===== config.mk =====
export PLATFORM = sky130hd
export DESIGN_NAME = sfifo_flags_flat
export DESIGN_NICKNAME = d
export VERILOG_FILES = /design/src/rtl/sfifo_flags_if.sv /design/src/rtl/sfifo_flags.sv /design/src/flat_wrapper.sv
export SDC_FILE = /design/constraint.sdc
export NUM_CORES = 1
export LEC_CHECK = 0
export BUFFER_PORTS_ARGS = -buffer_cell sky130_fd_sc_hd__buf_2
export CORE_ASPECT_RATIO = 0.6
export CORE_MARGIN = 2
export CORE_UTILIZATION = 55
export DETAILED_ROUTE_END_ITERATION = 6
export PLACE_DENSITY_LB_ADDON = 0.1
export SETUP_SLACK_MARGIN = 0.2
export SKIP_LAST_GASP = 1
export SYNTH_ARGS = -nofsm -noshare
export SYNTH_HDL_FRONTEND = slang
export SYNTH_SLANG_ARGS = --single-unit

===== constraint.sdc =====
create_clock -name clk_i -period 2.6 [get_ports clk_i]
set_clock_uncertainty 0.05 [all_clocks]
set_input_delay 0.52 -clock clk_i [delete_from_list [all_inputs] [get_ports clk_i]]
set_output_delay 0.52 -clock clk_i [all_outputs]
set_load 0.05 [all_outputs]

===== src/rtl/sfifo_flags_if.sv =====
// Handshake/status bundle for sfifo_flags: producer/consumer controls in, data and flags out.
interface sfifo_flags_if #(
    parameter int unsigned WIDTH = 16,
    parameter int unsigned ABITS = 4
);
    logic             clear_i;
    logic             wr_en_i;
    logic [WIDTH-1:0] wr_data_i;
    logic             rd_en_i;
    logic [WIDTH-1:0] rd_data_o;
    logic             wfull_o;
    logic             rempty_o;
    logic             almost_full_o;
    logic             almost_empty_o;
    logic [ABITS:0]   level_o;
    logic             overflow_o;
    logic             underflow_o;

    modport master (
        output clear_i, wr_en_i, wr_data_i, rd_en_i,
        input  rd_data_o, wfull_o, rempty_o, almost_full_o, almost_empty_o,
               level_o, overflow_o, underflow_o
    );

    modport slave (
        input  clear_i, wr_en_i, wr_data_i, rd_en_i,
        output rd_data_o, wfull_o, rempty_o, almost_full_o, almost_empty_o,
               level_o, overflow_o, underflow_o
    );
endinterface


===== src/rtl/sfifo_flags.sv =====
// Single-clock parametrised FIFO with occupancy count, programmable almost flags,
// sticky overflow/underflow and synchronous flush.
module sfifo_flags #(
    parameter int unsigned WIDTH  = 16,
    parameter int unsigned ABITS  = 4,
    parameter int unsigned AFULL  = 12,
    parameter int unsigned AEMPTY = 2
) (
    input  logic         clk_i,
    input  logic         reset_i,
    sfifo_flags_if.slave fif
);
    localparam int unsigned    DEPTH    = 1 << ABITS;
    localparam logic [ABITS:0] DEPTH_L  = (ABITS + 1)'(DEPTH);
    localparam logic [ABITS:0] AFULL_L  = (ABITS + 1)'(AFULL);
    localparam logic [ABITS:0] AEMPTY_L = (ABITS + 1)'(AEMPTY);

    logic [WIDTH-1:0] mem [DEPTH];
    logic [ABITS-1:0] wptr;
    logic [ABITS-1:0] rptr;
    logic [ABITS:0]   level;
    logic [WIDTH-1:0] rd_data;
    logic             overflow;
    logic             underflow;

    logic full;
    logic empty;
    logic wr_ok;
    logic rd_ok;

    // Full/empty come from the registered level only, so same-cycle ops never
    // affect acceptance at this edge.
    always_comb begin
        full  = (level == DEPTH_L);
        empty = (level == '0);
        wr_ok = fif.wr_en_i && !full;
        rd_ok = fif.rd_en_i && !empty;
    end

    always_ff @(posedge clk_i) begin
        if (!reset_i && !fif.clear_i && wr_ok) begin
            mem[wptr] <= fif.wr_data_i;
        end
    end

    always_ff @(posedge clk_i) begin
        if (reset_i) begin
            wptr      <= '0;
            rptr      <= '0;
            level     <= '0;
            rd_data   <= '0;
            overflow  <= 1'b0;
            underflow <= 1'b0;
        end else if (fif.clear_i) begin
            wptr      <= '0;
            rptr      <= '0;
            level     <= '0;
            overflow  <= 1'b0;
            underflow <= 1'b0;
        end else begin
            if (wr_ok) begin
                wptr <= wptr + 1'b1;
            end
            if (rd_ok) begin
                rd_data <= mem[rptr];
                rptr    <= rptr + 1'b1;
            end
            if (fif.wr_en_i && full) begin
                overflow <= 1'b1;
            end
            if (fif.rd_en_i && empty) begin
                underflow <= 1'b1;
            end
            unique case ({wr_ok, rd_ok})
                2'b10:   level <= level + 1'b1;
                2'b01:   level <= level - 1'b1;
                default: level <= level;
            endcase
        end
    end

    always_comb begin
        fif.rd_data_o      = rd_data;
        fif.level_o        = level;
        fif.wfull_o        = full;
        fif.rempty_o       = empty;
        fif.almost_full_o  = (level >= AFULL_L);
        fif.almost_empty_o = (level <= AEMPTY_L);
        fif.overflow_o     = overflow;
        fif.underflow_o    = underflow;
    end
endmodule


===== src/flat_wrapper.sv =====
// flat-port wrapper written by rule: the top's interface ports become plain ports
module sfifo_flags_flat 
#(
    parameter int unsigned WIDTH  = 16,
    parameter int unsigned ABITS  = 4,
    parameter int unsigned AFULL  = 12,
    parameter int unsigned AEMPTY = 2
)
  (clk_i, reset_i, fif_clear_i, fif_wr_en_i, fif_wr_data_i, fif_rd_en_i, fif_rd_data_o, fif_wfull_o, fif_rempty_o, fif_almost_full_o, fif_almost_empty_o, fif_level_o, fif_overflow_o, fif_underflow_o);
  sfifo_flags_if #(.WIDTH(WIDTH), .ABITS(ABITS)) fif_i ();
  input  logic clk_i;
  input  logic reset_i;
  input wire logic [$bits(fif_i.clear_i)-1:0] fif_clear_i;
  input wire logic [$bits(fif_i.wr_en_i)-1:0] fif_wr_en_i;
  input wire logic [$bits(fif_i.wr_data_i)-1:0] fif_wr_data_i;
  input wire logic [$bits(fif_i.rd_en_i)-1:0] fif_rd_en_i;
  output wire logic [$bits(fif_i.rd_data_o)-1:0] fif_rd_data_o;
  output wire logic [$bits(fif_i.wfull_o)-1:0] fif_wfull_o;
  output wire logic [$bits(fif_i.rempty_o)-1:0] fif_rempty_o;
  output wire logic [$bits(fif_i.almost_full_o)-1:0] fif_almost_full_o;
  output wire logic [$bits(fif_i.almost_empty_o)-1:0] fif_almost_empty_o;
  output wire logic [$bits(fif_i.level_o)-1:0] fif_level_o;
  output wire logic [$bits(fif_i.overflow_o)-1:0] fif_overflow_o;
  output wire logic [$bits(fif_i.underflow_o)-1:0] fif_underflow_o;
  assign fif_i.clear_i = fif_clear_i;
  assign fif_i.wr_en_i = fif_wr_en_i;
  assign fif_i.wr_data_i = fif_wr_data_i;
  assign fif_i.rd_en_i = fif_rd_en_i;
  assign fif_rd_data_o = fif_i.rd_data_o;
  assign fif_wfull_o = fif_i.wfull_o;
  assign fif_rempty_o = fif_i.rempty_o;
  assign fif_almost_full_o = fif_i.almost_full_o;
  assign fif_almost_empty_o = fif_i.almost_empty_o;
  assign fif_level_o = fif_i.level_o;
  assign fif_overflow_o = fif_i.overflow_o;
  assign fif_underflow_o = fif_i.underflow_o;
  sfifo_flags #(.WIDTH(WIDTH), .ABITS(ABITS), .AFULL(AFULL), .AEMPTY(AEMPTY)) u_core (.clk_i(clk_i), .reset_i(reset_i), .fif(fif_i));
endmodule

# Yosys cells after proc, flatten, opt, wreduce, memory -nomap -nowiden
# Memories as Yosys holds them, arrays and structs flattened. A register that Yosys moved wholly into a read port is not among the register bits.
# Index checks and enable logic that the tools add are counted.
dict set report op_classes {
  addsub 4
  order_cmp 2
  eq_ne 3
  muxes 3
  bitwise 1
  n_reduce_logical 14
}
# op count
set op_table {}
lappend op_table {{5-bit one-hot mux with 2 select lines} 1}
lappend op_table {{4-bit by 1-bit adder with 4-bit output, second input constant} 2}
lappend op_table {{1-bit logical AND} 6}
lappend op_table {{5-bit by 1-bit adder with 5-bit output, second input constant} 1}
lappend op_table {{5-bit equality test, second input constant} 1}
lappend op_table {{5-bit by 4-bit greater-or-equal comparator with 1-bit output, second input constant} 1}
lappend op_table {{5-bit by 2-bit <= comparator with 1-bit output, second input constant} 1}
lappend op_table {{5-bit logical NOT} 1}
lappend op_table {{5-bit by 1-bit subtractor with 5-bit output, second input constant} 1}
lappend op_table {{1-bit logical NOT} 4}
lappend op_table {{2-bit by 1-bit equality test with 1-bit output, second input constant} 1}
lappend op_table {{2-bit equality test, second input constant} 1}
lappend op_table {{1-bit two-way mux} 2}
lappend op_table {{2-bit AND reduction} 1}
lappend op_table {{2-bit nonzero test} 1}
lappend op_table {{2-bit OR reduction} 1}
lappend op_table {{1-bit inverter} 1}
dict set report totals {
  reg_bits 15
  ramBits 256
  inputBits 21
  output_inout_bits 27
  memories 1
}
# name words width read_ports rd_ports_with_merged_regs wr line
set mem_list {}
lappend mem_list {u_core.mem 16 16 1 1 1 sfifo_flags.sv:18} ;# logic [WIDTH-1:0] mem [DEPTH];

# Logic depth before layout (Yosys ltp)
dict set report depth {
  depth_word 6
  depth_mapped 12
  depth_no_buf 11
}

# Worst setup path before layout
# No wires, ideal clock.
dict set report synth_timing {
  path_kind {register -> output}
  from {register u_core.level[2], in the netlist u_core.fif.level_o[2]}
  to {output port fif_almost_empty_o}
  t_arrival_ns 3.214
  required_time_ns 2.030
  slack_ns -1.184
  path_stages_with_launch 3
  path_buffers 1
  path_cell_list {dfxtp_1 > clkbuf_1 > a2111oi_0}
}
dict set report synth_between {
  elab_chain_cells 1
}
# element line
set synth_lines {}
lappend synth_lines {{from (decl)} sfifo_flags.sv:21} ;# logic [ABITS:0] level;
lappend synth_lines {{from (signal assigned)} sfifo_flags.sv:75} ;# 2'b10: level <= level + 1'b1;
lappend synth_lines {{from (signal assigned)} sfifo_flags.sv:76} ;# 2'b01: level <= level - 1'b1;
lappend synth_lines {{from (signal assigned)} sfifo_flags.sv:77} ;# default: level <= level;
lappend synth_lines {{5-bit by 2-bit <= comparator with 1-bit output} sfifo_flags.sv:88} ;# fif.almost_empty_o = (level <= AEMPTY_L);
lappend synth_lines {{to (decl)} flat_wrapper.sv:21} ;# output wire logic [$bits(fif_i.almost_empty_o)-1:0] fif_almost_empty_o;
# No other way between the ends.

# Final worst setup path
dict set report layout_timing {
  from {register u_core.level[0], in the netlist u_core.fif.level_o[0]}
  to {register u_core.level[4], in the netlist u_core.fif.level_o[4]}
}
dict set report layout_between {
  elab_chain_cells 5
  elab_cells_between_ends 12
  classes_between {add/sub: 2; eq/ne: 3; mux: 1; reduce/logical: 6}
}
# element line
set layout_lines {}
lappend layout_lines {{5-bit equality test / 5-bit logical NOT (equally long branches)} {sfifo_flags.sv:34, sfifo_flags.sv:35}}
lappend layout_lines {{1-bit logical NOT (on tied branches)} {sfifo_flags.sv:36, sfifo_flags.sv:37}}
lappend layout_lines {{1-bit logical AND (on tied branches)} {sfifo_flags.sv:36, sfifo_flags.sv:37}}
lappend layout_lines {{2-bit by 1-bit equality test with 1-bit output / 2-bit equality test (equally long branches)} sfifo_flags.sv:74} ;# unique case ({wr_ok, rd_ok})
lappend layout_lines {{5-bit one-hot mux with 2 select lines / 2-bit nonzero test (equally long branches)} -}
# Several ways; a longest one is shown, not always the timed one.
# A chain may end at the register's enable or synchronous reset.

==> flow_summary.yaml <==
run_status:
  outcome: "complete, but fails checks"
  failed_checks: "setup timing"
drt:
  wl_per_cell_um: 25.9
  drt-pass1-iter-count: 5
  drcViolationCount: 0
  wl_mm: 24.4
  drt_iter0_drc: 432
  viasPerCell: 6.07
  ant_nets: 0
  num_vias: 5734
timing:
  fin_crit_sh: 1.04
  finalHoldViolCount: 0
  finalMaxSlewViolations: 0
  rsz0062_at_grt: "yes"
  fmax_mhz: 369
  slew_headroom: 0.667
  min_period_ps: 2710
  worst_slack_ps: -108
  tightest_slew_ps: 499
  setup_violations: 1
pwr:
  p_sw_mw: 1.82
  ir_drop_mv: 0.563
  p_int_mw: 7.55
  swShare: 0.194
  seq_power_share: 0.539
  combPwrFrac: 0.035
  total_power_mw: 9.37
  powerDensity_nw_per_um2: 711
  power.leakage_nw: 4.31
  p_clk_frac: 0.425
yosys:
  synth_edf_count: 256
  yosys_register_bits: 287
  yosys_warnings: 0
  ys_seq_area_frac: 0.747
  syn_nets: 583
  synth_cell_type_count: 43
  async_flop_share: 0
  syn_inst: 553
  synth_area_per_cell_um2: 20.1
  synth_top_flop_cell: "edfxtp_1"
  syn_area_um2: 11100
critical_path:
  required_ps: 2960
  max_stage_delay_ps: 550
  critical_path_buf_inv_count: 1
  arrival_ps: 3070
  crit_chain: "or4_4, o21ai_4, inv_4, ha_4, xor2_1, ha_2, a211o_2, a211o_1, a31oi_1, xnor2_1, nor2_1"
  path_max_fanout: 2
  path_class: "flip-flop to flip-flop"
  path_depth: 11
  start_kind: "flip-flop"
  crit_family: "compound AO/OA/AOI/OAI gates"
  crit_slowest_cell: "or4_4"
  cp-end-kind: "flip-flop"
  reg2regPathDepth: 11
layout:
  final_nets: 681
  antenna_cells: 0
  area_delta_synth_final_pct: 18.5
  post-route-util: 0.662
  most-common-layout-cells: "edfxtp_1 (256), mux4_2 (64), buf_2 (45)"
  fill_cells: 1348
  final_area_um2: 13200
  regArea_um2: 8320
  final_common_cell: "edfxtp_1"
  drive_above_1_share: 0.393
  multi_input_area_um2: 2780
global_route:
  grt_max_degree: 42
  grt_pass1_wl_mm: 36.6
  antenna_found_initial: 0
  grt-ovfl-total: 0
  grt_usage: 0.234
  grt_pass1_vias: 5740
job:
  cap_violations: 0
floorplanning:
  core_um2: 19900
  die_h_um: 114
  num_rows: 40
  die_area_um2: 21400
  start_util: 0.558
  ios: 48
  die_w_um: 188
placement:
  hpwl_mm: 14.7
  placed_area_um2: 12100
  routabilityCongestion: 0.878
  numPortBuffers: 47
clock_tree:
  numCtsBuffers: 26
  cts_tree: "done"
  cts-root-buf: "clkbuf_16"
  clk_pin_slew_ps: 70
  clock_latency_ps: 520
  htreeDepth: 1
  clockBufferDepth: 3
  clkSinkCount: 287
hold_path:
  hold_path_class: "input port to flip-flop"
  hold_depth: 3
[area by class of cell]
type                            instances  share of cell area
Multi-Input combinational cell        231               0.211
Inverter                                6             0.00190
Tap cell                              273              0.0259
Timing Repair Buffer                   99              0.0610
Sequential cell                       287               0.631
Clock inverter                          9             0.00911
Clock buffer                           39              0.0600
[what timing repair did]
action,in CTS,in global routing
gates cloned,0,0
buffers inserted,0,4
setup endpoints to repair,5,5
pin swaps,3,2
resized for setup,8,11
hold buffers,0,0
endpoints found under the hold margin,0,0
[layer usage]
metal,track usage,vias to the layer above,part of all wire
li1,-,2443,-
met1,0.377,3047,0.47
met2,0.352,215,0.45
met3,0.0306,29,0.063
met4,0.0441,0,0.013
met5,0,-,0
[cell families (layout without fill, tap and decap cells)]
kind of cell	count (synthesis)	after routing	share of synthesized area
AO/OA/AOI/OAI	35	35	0.0263
XOR/XNOR	10	10	0.00788
adder cells (fa/ha/maj)	9	9	0.0101
buffers and inverters	35	153	0.0158
flip-flops	287	287	0.747
multiplexers	96	96	0.160
AND/OR/NAND/NOR	81	81	0.0325
[worst register-to-register path, stage by stage, from the launching register on]
cell and delay, ps:
dfxtp_2 320, or4_4 550, o21ai_4 180, inv_4 50, ha_4 160, xor2_1 160, ha_2 180, a211o_2 270
a211o_1 280, a31oi_1 190, xnor2_1 140, nor2_1 60
[cells in the mapped netlist, drive strengths merged, types with 2 or more instances]
| library cell | number | share of area |
|---|---|---|
| mux2i | 16 | 0.014 |
| nand4 | 2 | 0.0011 |
| nand2 | 13 | 0.0044 |
| buf | 17 | 0.0095 |
| mux4 | 64 | 0.13 |
| nand3 | 3 | 0.0013 |
| a211o | 2 | 0.0017 |
| xnor2 | 4 | 0.0032 |
| edfxtp | 256 | 0.69 |
| nor2 | 51 | 0.017 |
| clkbuf | 12 | 0.0041 |
| mux2 | 16 | 0.016 |
| a221o | 16 | 0.014 |
| or4 | 2 | 0.0017 |
| or3 | 3 | 0.0018 |
| o21ai | 2 | 0.0019 |
| xor2 | 6 | 0.0047 |
| a21oi | 8 | 0.0036 |
| ha | 9 | 0.010 |
| nand2b | 2 | 0.0011 |
| dfxtp | 31 | 0.056 |
| inv | 6 | 0.0023 |
[worst paths after layout]
| kind | from | end | slack [ps] |
|---|---|---|---|
| min | fif_wr_en_i | u_core.fif.overflow_o$_SDFFE_PP0P_ | 210 |
| max reg2reg | u_core.fif.level_o[0]$_SDFFE_PP0P_ | u_core.fif.level_o[4]$_SDFFE_PP0P_ | -110 |
| max | u_core.fif.level_o[0]$_SDFFE_PP0P_ | u_core.fif.level_o[4]$_SDFFE_PP0P_ | -110 |
| min reg2reg | u_core.fif.overflow_o$_SDFFE_PP0P_ | u_core.fif.overflow_o$_SDFFE_PP0P_ | 420 |
[flip-flops by register name (all words and copies together) (netlist names)]
register,flops
u_core.fif.level_o,5
u_core.fif.overflow_o,1
u_core.mem,256
u_core.fif.underflow_o,1
u_core.fif.rd_data_o,16
u_core.rptr,4
u_core.wptr,4
[per-stage QoR]
step           TNS [ps]  setup slack [ps]  instances  hold slack, ps
3_3_place_gp      -64.7             -64.7        892             406
2_1_floorplan      -281              -281        553             445
3_5_place_dp       -197              -116        892             411
5_1_grt            -217              -149        944             225
6_report           -108              -108        944             214
4_1_cts            -118             -71.7        940             199
[power by group through the flow]
stage	sequential, mW	combinational [mW]	clock [mW]
4_1_cts	5.05	0.317	4.04
3_3_place_gp	5.15	0.296	0
2_1_floorplan	5.18	0.140	0
6_report	5.05	0.331	3.98
3_5_place_dp	5.15	0.311	0
5_1_grt	5.05	0.353	4.23
No activity file was read; power rests on OpenSTA's default activity.
